**config.mk**
```make
export PLATFORM = sky130hd
export DESIGN_NAME = wb_port_arbiter
export DESIGN_NICKNAME = d
export VERILOG_FILES = /design/src/rtl/wb_port_arbiter.sv
export SDC_FILE = /design/constraint.sdc
export NUM_CORES = 1
export LEC_CHECK = 0
export ABC_AREA = 1
export CORE_AREA = 2 2 91 93
export CTS_CLUSTER_DIAMETER = 100
export DETAILED_ROUTE_END_ITERATION = 7
export DIE_AREA = 0 0 93 95
export DONT_BUFFER_PORTS = 1
export GPL_ROUTABILITY_DRIVEN = 1
export SYNTH_ARGS = -nofsm -noshare
export SYNTH_HDL_FRONTEND = slang
export SYNTH_SLANG_ARGS = --single-unit
```
**constraint.sdc**
```tcl
create_clock -name clk -period 1.71 [get_ports clk]
set_input_delay 0.171 -clock clk [delete_from_list [all_inputs] [get_ports clk]]
set_output_delay 0.171 -clock clk [all_outputs]
set_load 0.01 [all_outputs]
```
**src/rtl/wb_port_arbiter.sv**
```systemverilog
// wb_port_arbiter
//   Owns the single register-file write port after the WB mux. The in-order
//   pipeline write-back normally wins the port. A long-latency unit (MDU)
//   returns results out of step; one such result is parked in a single-entry
//   buffer until the port is free. A starvation counter bounds how long the
//   buffered result can keep losing: once it has lost STARVE_LIMIT times, the
//   next cycle is reserved for it and the pipeline is stalled if it also
//   wants to write.
//
//   Optional build macro: WB_ARB_PERF_EN adds saturating performance counters
//   perf_stall_cnt (cycles with pipe_stall=1) and perf_kill_cnt (buffer
//   entries killed by a younger write to the same register).
//
// Ports
//   clk, rst_n      clock (rising edge), asynchronous active-low reset
//   pipe_valid      WB stage has a register write this cycle
//   pipe_rd         WB destination register
//   pipe_wdata      WB write data
//   pipe_stall      hold WB and everything upstream this cycle
//   mdu_valid       MDU result available
//   mdu_ready       buffer can accept an MDU result this cycle
//   mdu_rd          MDU destination register
//   mdu_wdata       MDU result
//   rf_we           registered regfile write enable
//   rf_waddr        registered regfile write address
//   rf_wdata        registered regfile write data
//   perf_stall_cnt  (WB_ARB_PERF_EN only) stall cycle count, saturating
//   perf_kill_cnt   (WB_ARB_PERF_EN only) killed buffer entry count, saturating

module wb_port_arbiter #(
   parameter int STARVE_LIMIT = 4,
   parameter int CNT_W        = 3
) (
   input  logic        clk,
   input  logic        rst_n,
   input  logic        pipe_valid,
   input  logic [4:0]  pipe_rd,
   input  logic [31:0] pipe_wdata,
   output logic        pipe_stall,
   input  logic        mdu_valid,
   output logic        mdu_ready,
   input  logic [4:0]  mdu_rd,
   input  logic [31:0] mdu_wdata,
   output logic        rf_we,
   output logic [4:0]  rf_waddr,
   output logic [31:0] rf_wdata
`ifdef WB_ARB_PERF_EN
   ,
   output logic [31:0] perf_stall_cnt,
   output logic [15:0] perf_kill_cnt
`endif
);

   localparam logic [CNT_W-1:0] LIMIT_M1 = CNT_W'(STARVE_LIMIT - 1);

   typedef enum logic {
      PIPE_PRI = 1'b0,
      FORCE    = 1'b1
   } state_t;

   state_t             state_q;
   state_t             state_d;
   logic [CNT_W-1:0]   cnt_q;
   logic [CNT_W-1:0]   cnt_d;

   logic               buf_v;
   logic [4:0]         buf_rd;
   logic [31:0]        buf_data;

   logic               grant_pipe;
   logic               grant_buf;
   logic               kill;
   logic               capture;

   // Arbitration and starvation tracking
   always_comb begin
      state_d    = state_q;
      cnt_d      = cnt_q;
      grant_pipe = 1'b0;
      grant_buf  = 1'b0;
      pipe_stall = 1'b0;
      kill       = 1'b0;

      case (state_q)
         PIPE_PRI: begin
            grant_pipe = pipe_valid;
            grant_buf  = !pipe_valid && buf_v;
         end
         FORCE: begin
            grant_buf  = buf_v;
            pipe_stall = pipe_valid;
            state_d    = PIPE_PRI;
         end
         default: state_d = PIPE_PRI;
      endcase

      // The buffered MDU result is older than the WB instruction, so a WB
      // write to the same register makes it dead (WAW, younger wins).
      kill = grant_pipe && buf_v && (buf_rd == pipe_rd);

      if (!buf_v || grant_buf || kill || (state_q == FORCE)) begin
         cnt_d = '0;
      end else if (grant_pipe) begin
         cnt_d = cnt_q + CNT_W'(1);
         // Only a surviving entry forces; a killed one has nothing to write.
         if (cnt_q == LIMIT_M1) begin
            state_d = FORCE;
         end
      end
   end

   // A releasing entry frees the slot in the same cycle, so a new result can
   // be loaded on the edge that writes the old one.
   assign mdu_ready = !buf_v || grant_buf;
   assign capture   = mdu_valid && mdu_ready;

   always_ff @(posedge clk or negedge rst_n) begin
      if (!rst_n) begin
         state_q  <= PIPE_PRI;
         cnt_q    <= '0;
         buf_v    <= 1'b0;
         buf_rd   <= '0;
         buf_data <= '0;
         rf_we    <= 1'b0;
         rf_waddr <= '0;
         rf_wdata <= '0;
      end else begin
         state_q <= state_d;
         cnt_q   <= cnt_d;

         if (capture) begin
            buf_v    <= 1'b1;
            buf_rd   <= mdu_rd;
            buf_data <= mdu_wdata;
         end else if (grant_buf || kill) begin
            buf_v    <= 1'b0;
         end

         // Writes to x0 still consume the grant but never reach the regfile.
         if (grant_pipe) begin
            rf_we    <= (pipe_rd != 5'd0);
            rf_waddr <= pipe_rd;
            rf_wdata <= pipe_wdata;
         end else if (grant_buf) begin
            rf_we    <= (buf_rd != 5'd0);
            rf_waddr <= buf_rd;
            rf_wdata <= buf_data;
         end else begin
            rf_we    <= 1'b0;
         end
      end
   end

`ifdef WB_ARB_PERF_EN
   function automatic logic [31:0] sat_inc32(input logic [31:0] v);
      return (v == 32'hFFFF_FFFF) ? v : v + 32'd1;
   endfunction

   function automatic logic [15:0] sat_inc16(input logic [15:0] v);
      return (v == 16'hFFFF) ? v : v + 16'd1;
   endfunction

   always_ff @(posedge clk or negedge rst_n) begin
      if (!rst_n) begin
         perf_stall_cnt <= '0;
         perf_kill_cnt  <= '0;
      end else begin
         if (pipe_stall) begin
            perf_stall_cnt <= sat_inc32(perf_stall_cnt);
         end
         if (kill) begin
            perf_kill_cnt <= sat_inc16(perf_kill_cnt);
         end
      end
   end
`endif

endmodule

```
# [After elaboration in Yosys (flattened, before gate mapping)]
# Cells that the tools add are included.
[word_totals] reg_bits=80 inputBits=78 out_inout_bits=40 word_cells=43
[classes] add_sub_neg=1 n_eq_ne=2 mux=16 bitwise=1 reduce_logical=15
[op_table] operator="2-to-1 mux 32 bit" n=2
[op_table] operator="2-to-1 mux 5 bit" n=2
[op_table] operator="nonzero test 5 bit" n=2
[op_table] operator="2-to-1 mux 1 bit" n=9
[op_table] operator="2-to-1 mux 3 bit" n=2
[op_table] operator="nonzero test 2 bit" n=3
[op_table] operator="== test 5 bit" n=1
[op_table] operator="logical AND 1 bit" n=4
[op_table] operator="logical OR 1 bit" n=4
[op_table] operator="adder 3 x 1 -> 3 bit, second input constant" n=1
[op_table] operator="== test 3 x 2 -> 1 bit, second input constant" n=1
[op_table] operator="logical NOT 1 bit" n=2
[op_table] operator="case mux 1 bit (2 select lines)" n=1
[op_table] operator="inverter 1 bit" n=1

# [Depth between registers and ports, before layout]
# Gate-level depths: netlist of run 1.
[logic_depth] word_depth=7 depth_mapped=8 mapped_depth_nobuf=7

# [Worst setup path before layout of run 1]
# No wires, ideal clock.
[synth_path] kind="register to register" from="register state_q" to="register rf_we" setup_ns=0.121 arrival_time_ns=1.105 t_required_ns=1.589 setup_slack_ns=0.484 path_stages_with_launch=8 n_path_buf=1 period_less_slack_ns=1.226 cell_sequence="dfrtp_1 > nor2_4 > inv_2 > nand2_2 > inv_2 > buf_2 > o21ai_1 > nand2_1"
[synth_between] elab_chain_cells=4 elab_cells_between_ends=5 cone_classes="4 x mux; 1 x bitwise"
[synth_lines] item="start: declaration" line="61" rtl="state_t state_q;"
[synth_lines] item="start signal: assignment" line="128" rtl="state_q <= state_d;"
[synth_lines] item="inverter 1 bit"
[synth_lines] item="case mux 1 bit (2 select lines)" line="84" rtl="case (state_q)"
[synth_lines] item="2-to-1 mux 1 bit" line="144" rtl="end else if (grant_buf) begin"
[synth_lines] item="2-to-1 mux 1 bit (*)" line="140" rtl="if (grant_pipe) begin"
[synth_lines] item="end signal: assignment" line="141" rtl="rf_we <= (pipe_rd != 5'd0);"
[synth_lines] item="end signal: assignment" line="145" rtl="rf_we <= (buf_rd != 5'd0);"
[synth_lines] item="end: declaration" line="44" rtl="output logic rf_we,"
# Mark *: on every way between the ends. The rest lies on a longest branch, timed or not.
# A chain may end at the register's enable or synchronous reset.

# [Worst setup path in the final report of run 1]
[layout_path] from="register state_q" to="register buf_data[29]"
[layout_between] elab_chain_cells=4
[layout_lines] item="inverter 1 bit"
[layout_lines] item="case mux 1 bit (2 select lines) (*)" line="84"
[layout_lines] item="logical OR 1 bit (*)" line="114" rtl="assign mdu_ready = !buf_v || grant_buf;"
[layout_lines] item="logical AND 1 bit (*)" line="115" rtl="assign capture = mdu_valid && mdu_ready;"
[layout_lines] item="end signal: assignment" line="134" rtl="buf_data <= mdu_wdata;"
[layout_lines] item="end: declaration" line="68" rtl="logic [31:0] buf_data;"
# Marked as above.

==> impl_summary.md, run 1 <==
Status
The run finished, with violations left. The final reports fail on hold timing.

Drt
The number of antenna-violating nets in the routed design is 0. The total routed wirelength is around 8.2 mm. The routed layout has between 2000 and 3000 vias. The number of DRC violations after detailed-routing iteration 0 is 100.

Dividing the detail-routed wire length by the instance count gives 14.6 microns. After detailed routing, the number of vias per cell comes to 4.88. After detailed routing, the number of remaining DRC violations is 0. The first-pass iteration count of the detailed router is 5.

Floorplan
The effective utilization at floorplan is 43.0%. In this run the count of I/O pins placed on the die edge is between 100 and 150. The initialized floorplan defines 33 standard-cell rows. The die covers 8840 sq um. From bottom edge to top edge, the die measures 95 microns.

The die extent in x is 93 microns. The area of the core is 7930 sq um.

Setup path
The number of cells on the worst reg-to-reg path is 6. The reg-to-reg endpoint is buf_data[29]$_DFFE_PN0P_. The critical path start-end classification is reg2reg. At the worst endpoint, the required time is 1.94 ns.

The element type at the critical path start is a register. The critical path capture point type is a register. The worst register-to-register path begins at state_q$_DFF_PN0_.

In this run the worst path has a maximum fanout of 12. The data arrival time of the critical path is about 1.9 ns. Setup slack on the worst reg-to-reg path comes out at 0.08 ns.

Power
The post-route total power is 4480 uW. Summed over all cells, the static leakage comes to 0.00214 uW. Internal power comes to 3200 uW.

In this run the power density over the cells is ~1000 nW/um^2. The switching fraction of total power is 28.6%. The switching power is approximately 1300 uW. Of the total power, combinational logic draws 15.5%. Across the VDD grid, the largest voltage drop is around 0.58 mV. In this run, flip-flops and latches consume 52.8% of the power. The clock share of power is 31.7%.

Placed design
The post-DP HPWL is 4.95 mm. The final RePlAce weighted congestion is 0.829. Port buffering added 0 buffers.

Layout
Cells with a size suffix above 1 make up 9.13% of the layout. The synthesis-to-finish area growth is 32.8%. The net count of the finished layout is roughly 540.

The utilization after layout is 57.1%. 0 antenna diodes ended up in the layout.

Clocking
In this run the clock root is driven by a sky130_fd_sc_hd__clkbuf_8. The number of gates resized after CTS is 0. The clock edge transition at the registers on the reported setup and hold paths is 0.09 ns. For this design, the sink count on the clock tree is 80. TritonCTS created 9 clock buffers.

In this run the deepest clock path goes through 2 buffers. The count of hold-fix buffers inserted at cts is 80. At the later pin of the worst-skew pair, clock insertion delay measures ~0.34 ns. The level count of the clock H-tree is 3. The CTS tree is done.

Global route
The number of global-route vias before repair came to around 2900. The largest net degree at the start of global routing is 81. The total overflow left after global routing is 0. The first-pass GRT wire length is 13.5 mm. The total routing usage reported by global routing is 19.7%.

The initial antenna violation count is 0.

STA
Across all hold checks on the routed design, the worst slack comes to -0.489 ns. The transition time at the pin with the least slew margin is approximately 0.7 ns. The headroom to the max-slew limit is 53.9%. The final period demand of the worst path is 1.63 ns.

The peak clock frequency supported by timing is between 600 and 700 MHz. The sum of negative setup slack is 0 ns. The count of final max-slew check failures is 0. The part of the cycle the worst path needs is 95.3%.

The total count of hold-check failures in the final report is 80. Setup repair after global routing left no endpoint under its margin. Setup violations remaining at the end of the flow were counted as 0. The post-route clock skew is 0.00914 ns.

Synth
The most repeated cell in the gate-level netlist after synthesis is sky130_fd_sc_hd__nand2_1. Sorting the synthesized cells by how often they occur yields sky130_fd_sc_hd__nand2_1 (117), sky130_fd_sc_hd__dfrtp_1 (80), sky130_fd_sc_hd__inv_1 (39). Summing every instance area after synthesis gives 3410 sq um. Dividing the synthesized area by the synthesized cell count gives 9.10 sq um. The number of unique standard cell types used by synthesis is 21. Summed over all instances, the cell type with the most area after synthesis is sky130_fd_sc_hd__dfrtp_1. The synthesized design contains 80 register bits.

The count of flip-flops with a built-in enable after synthesis is 0. After synthesis, the cell types taking the most area are sky130_fd_sc_hd__dfrtp_1 (59%), sky130_fd_sc_hd__nand2_1 (13%), sky130_fd_sc_hd__o211ai_1 (4.8%), sky130_fd_sc_hd__inv_1 (4.3%), sky130_fd_sc_hd__nor2_1 (3.6%). The share of the yosys chip area belonging to registers is 58.7%. During synthesis, Yosys emitted a total of 0 warnings.

The synthesized netlist cell count is 375. The share of synthesized flip-flops with an asynchronous set or reset is 100%. The most used flip-flop cell after synthesis is sky130_fd_sc_hd__dfrtp_1. The proportion of netlist area held by the largest area contributor is 58.7%. The net count of the mapped netlist is 455.

Run
The number of max-cap violations is 0.

Min path
The tightest min-delay check is of the in2async type.
==> cell families (layout without fill, tap and decap cells) <==
kind of cell             Yosys count  after routing  share of synthesized area, %
AO/OA/AOI/OAI                     56             56                          11.7
flip-flops                        80             80                          58.7
XOR/XNOR                           1              1                         0.257
buffers and inverters             60            145                          7.96
AND/OR/NAND/NOR                  176            176                          20.7
adder cells (fa/ha/maj)            2              2                         0.734
==> through the flow <==
| step | setup WS, ns | instance area [sq um] | instances |
|---|---|---|---|
| finish | 0.0800 | 4530 | 565 |
| global route | 0.00799 | 4530 | 565 |
| CTS | 0.0856 | 4520 | 564 |
| detailed placement | 0.194 | 3510 | 468 |
| global placement | 0.249 | 3510 | 468 |
| floorplan | 0.484 | 3410 | 375 |
==> worst max-delay path by stage <==
stage	start	endpoint	cells after the start
after global routing	state_q$_DFF_PN0_	buf_data[16]$_DFFE_PN0P_	6
after CTS	state_q$_DFF_PN0_	buf_data[0]$_DFFE_PN0P_	6
after floorplan	state_q$_DFF_PN0_	rf_we$_DFF_PN0_	7
final	state_q$_DFF_PN0_	buf_data[29]$_DFFE_PN0P_	6
after detailed placement	state_q$_DFF_PN0_	rf_wdata[8]$_DFFE_PN0P_	6
after global placement	state_q$_DFF_PN0_	rf_waddr[4]$_DFFE_PN0P_	6
==> what timing repair did <==
item                                    CTS  global route
endpoints found under the setup margin    0             9
endpoints found under the hold margin   150            80
buffers inserted                          0             1
==> worst max-delay path, cell delays in order (launching register included) <==
cell and delay [ns]:
sky130_fd_sc_hd__dfrtp_1 0.41, sky130_fd_sc_hd__nor2_4 0.14, sky130_fd_sc_hd__nand2_2 0.08, sky130_fd_sc_hd__buf_4 0.19, sky130_fd_sc_hd__nand3_1 0.08, sky130_fd_sc_hd__dlygate4sd3_1 0.56
sky130_fd_sc_hd__nand2_1 0.06
==> flip-flops by register name, indices dropped and copies added, names as in the netlist <==
signal	count
rf_waddr	5
buf_v	1
rf_wdata	32
rf_we	1
buf_rd	5
state_q	1
cnt_q	3
buf_data	32
==> metal layers <==
metal	up-vias	share of wire, %	track usage (%)
li1	1347	-	-
met1	1311	45	24.2
met5	-	0	0
met2	84	49	34.5
met4	0	1.5	6.37
met3	14	5.5	4.39
==> power by group through the flow <==
stage	registers (uW)	logic [uW]	clock network, uW
floorplan	2360	444	0
global placement	2400	526	0
detailed placement	2400	542	0
CTS	2370	692	1460
global route	2400	791	1530
finish	2370	693	1420
==> area by class of cell <==
type | instances | area, sq um
Clock buffer | 10 | 138
Clock inverter | 6 | 68.8
Fill cell | 701 | 3400
Inverter | 42 | 158
Multi-Input combinational cell | 235 | 1140
Sequential cell | 80 | 2000
Tap cell | 105 | 131
Timing Repair Buffer | 87 | 891
==> layout by cell type, fill, tap and decap left out, drive strengths merged <==
master	n
a21oi	27
buf	7
bufinv	1
clkbuf	10
clkinv	4
clkinvlp	1
dfrtp	80
dlygate4sd3	80
ha	2
inv	42
nand2	119
nand3	21
nand4	2
nor2	34
o211ai	22
o21ai	2
o221ai	5
xnor2	1
No activity file was read; power rests on OpenSTA's default activity.
==> run 2, diff against run 1 <==
CTS_BUF_LIST = sky130_fd_sc_hd__clkbuf_8   (was unset)
==> results of run 2 <==
Final layout, timing and power as in run 1 (identical DEF).
==> run 3, diff against run 2 <==
clock period = 1.6 ns   (was 1.71 ns; I/O delays follow)
==> run 3 against run 2 <==
  * The flow still finishes with violations (hold timing)
  * Via count is 0.22% lower
  * Largest cell class unchanged
  * Combinational power is 4.0% higher
  * Global-route usage is 0.62 points lower
  * Flip-flop and latch count stayed put
  * Hold slack worse by 0.0084 ns
  * Die area stayed put
  * Sequential power is 7% higher
  * Setup slack better by 0.18 ns
  * Cell area is 3.2% lower
  * Critical path type unchanged
  * First-iteration DRC count is 2.0% higher
  * Critical endpoint is now rf_wdata[19]$_DFFE_PN0P_
  * Clock power is 11% lower
==> impl_summary.md, run 3 (synthesis gave the netlist of run 1 again) <==
Global route
The number of global-route vias before repair is about 2800. The initial antenna violation count is 0. The first global-routing pass estimated 13.0 mm of wire.

Summed over all layers, the global routing overflow is 0. The total routing usage reported by global routing is 19.0%. The largest net degree at the start of global routing is just over 80.

Setup path
The critical path start-end classification is reg2reg. Along the worst path, the maximum fanout reaches 37. The critical path capture point type is a register. The data arrival time of the critical path is 1.60 ns.

The element type at the critical path start is a register. The worst path required time is 1.86 ns.

Clocking
The clock edge transition at the registers on the reported setup and hold paths is 0.08 ns. The count of hold-fix buffers inserted at cts is 71. The worst-case clock buffer depth is 2. Buffers inserted during clock tree synthesis total 9.

The level count of the clock H-tree is 3. For the worst-skew pair, the clock arrives at the later sink with an insertion delay of 0.35 ns. CTS placed an instance of sky130_fd_sc_hd__clkbuf_8 at the clock tree root. The number of sinks handled by clock tree synthesis is 80.

TritonCTS built the clock tree.

STA
The headroom to the max-slew limit is 71.9%. Setup repair after global routing left no endpoint under its margin. The peak clock frequency supported by timing is around 750 MHz. The post-route clock skew is between 0.007 and 0.008 ns. The final period demand of the worst path is 1.34 ns. The transition time at the pin with the least slew margin is 0.421 ns. Of the available clock period, the critical path in the final layout requires 83.8%.

The total setup violations reported at the end of the flow is 0. The total count of hold-check failures in the final report is 80. The count of final max-slew check failures is 0. In the final timing run, aggregate negative setup slack is 0 ns. Across all hold checks on the routed design, the worst slack comes to -0.498 ns.

Placed design
Detailed placement ended at an HPWL of 4.87 mm. The count of placed standard cells including taps is about 470. Input and output buffers added on the ports amount to 0. The congestion estimate from routability-driven global placement came to 0.821.

Layout
In the final layout, the registers with the most flip-flops are buf_data (32), rf_wdata (32). The most common cell after layout, fill and taps aside is sky130_fd_sc_hd__nand2_1. The net count of the finished layout is 524. In the layout the commonest cells are sky130_fd_sc_hd__nand2_1 (116), sky130_fd_sc_hd__dfrtp_1 (80), sky130_fd_sc_hd__dlygate4sd3_1 (71). The fraction of layout cells with a size suffix above 1 is 8.46%. The utilization after layout is 55.3%. The repair_antennas step left the layout with diodes totalling 0. The filler-free cell count of the finished design is 554. From synthesis to final layout, the design area changed by 28.5%.

Drt
After detailed routing, the average wire length per cell comes to between 10 and 15 microns. The first routing iteration left 102 violations. The total routed wirelength is 8.12 mm. The first-pass iteration count of the detailed router is 4.

The count of nets left with antenna violations once routing finished came out at 0. Dividing the detail-routed via count by the number of cells gives about 5. For this run, design rule violations remaining after detail routing come to 0. The total vias in the final route is 2750.

Floorplan
The die is 93 microns wide. From bottom edge to top edge, the die measures 95 microns. The area enclosed by the die boundary is slightly below 9000 sq um. The area of the core is 7930 sq um. The effective utilization at floorplan is a little over two fifths. The placement row count is 33.

In this run the count of I/O pins placed on the die edge is 118.

Power
The peak ir drop on the vdd network is a little over 0.6 mV. The completed layout was analyzed and its total power is 4520 uW. For this design the ratio of total power to cell area is slightly above 1000 nW/um^2. The leakage power is 0.00209 uW.

Min path
The type of the most critical hold path is in2async.

Status
The flow ran to the end, but the final reports show violations. The final reports fail on hold timing.

Run
The number of max-cap violations is 0.
-- run 3: cell count changes in the layout (fill, tap and decap cells not counted) --
cell / delta
sky130_fd_sc_hd__buf_4: -2
sky130_fd_sc_hd__bufinv_16: -1
sky130_fd_sc_hd__clkbuf_8: -1
sky130_fd_sc_hd__clkinv_2: +1
sky130_fd_sc_hd__clkinv_4: -2
sky130_fd_sc_hd__clkinvlp_4: +1
sky130_fd_sc_hd__dlygate4sd3_1: -9
sky130_fd_sc_hd__inv_1: +2
sky130_fd_sc_hd__inv_2: -1
sky130_fd_sc_hd__inv_4: +1
-- run 3: cell type report --
type                            instances  area, sq um
Timing Repair Buffer                   76          786
Inverter                               42          160
Sequential cell                        80         2000
Clock buffer                            9          124
Fill cell                             713         3540
Clock inverter                          7         41.3
Tap cell                              105          131
Multi-Input combinational cell        235         1140
-- run 3: worst paths after layout --
kind / start / depth (start not counted) / slack, ns / to
max in group asynchronous: rst_n / 0 / 1.94 / buf_data[13]$_DFFE_PN0P_
min in group clk: pipe_rd[4] / 2 / 0.04 / rf_waddr[4]$_DFFE_PN0P_
setup reg to reg: state_q$_DFF_PN0_ / 6 / 0.26 / rf_wdata[19]$_DFFE_PN0P_
hold reg to reg: cnt_q[0]$_DFFE_PN0P_ / 1 / 0.44 / cnt_q[0]$_DFFE_PN0P_
hold / removal: rst_n / 0 / -0.50 / buf_rd[1]$_DFFE_PN0P_
setup / recovery: state_q$_DFF_PN0_ / 6 / 0.26 / rf_wdata[19]$_DFFE_PN0P_
-- run 3: critical path, stage by stage, from the launching register on --
cell	delay [ns]
sky130_fd_sc_hd__dfrtp_1	0.40
sky130_fd_sc_hd__nor2_4	0.06
sky130_fd_sc_hd__inv_2	0.12
sky130_fd_sc_hd__nand2_1	0.10
sky130_fd_sc_hd__inv_4	0.32
sky130_fd_sc_hd__nand2_1	0.13
sky130_fd_sc_hd__o211ai_1	0.10
-- run 3: repair_timing --
item | 4_1_cts | 5_1_grt
setup buffers | 0 | 0
gates resized for setup | 0 | 2
setup endpoints to repair | 0 | 24
hold endpoints to repair | 150 | 80
-- run 3: power breakdown --
group          internal, uW  switching, uW
Combinational           332            390
Clock                   549            719
Sequential             2300            229
-- run 3: stage by stage --
step	instance area (sq um)	setup slack, ns	hold slack [ns]
after floorplan	3410	0.374	-0.136
after global placement	3510	0.155	-0.133
after detailed placement	3510	0.106	-0.133
after CTS	4380	0.0744	-0.528
after global routing	4380	0.147	-0.519
final	4380	0.260	-0.498
-- run 3: routing by layer --
layer  part of all wire, %  wire (microns)  global-route usage (%)
met5                     0               0                       0
met4                   2.1             170                    9.19
met3                   6.3             509                    4.55
met2                    49            4020                    31.8
met1                    42            3420                    23.3
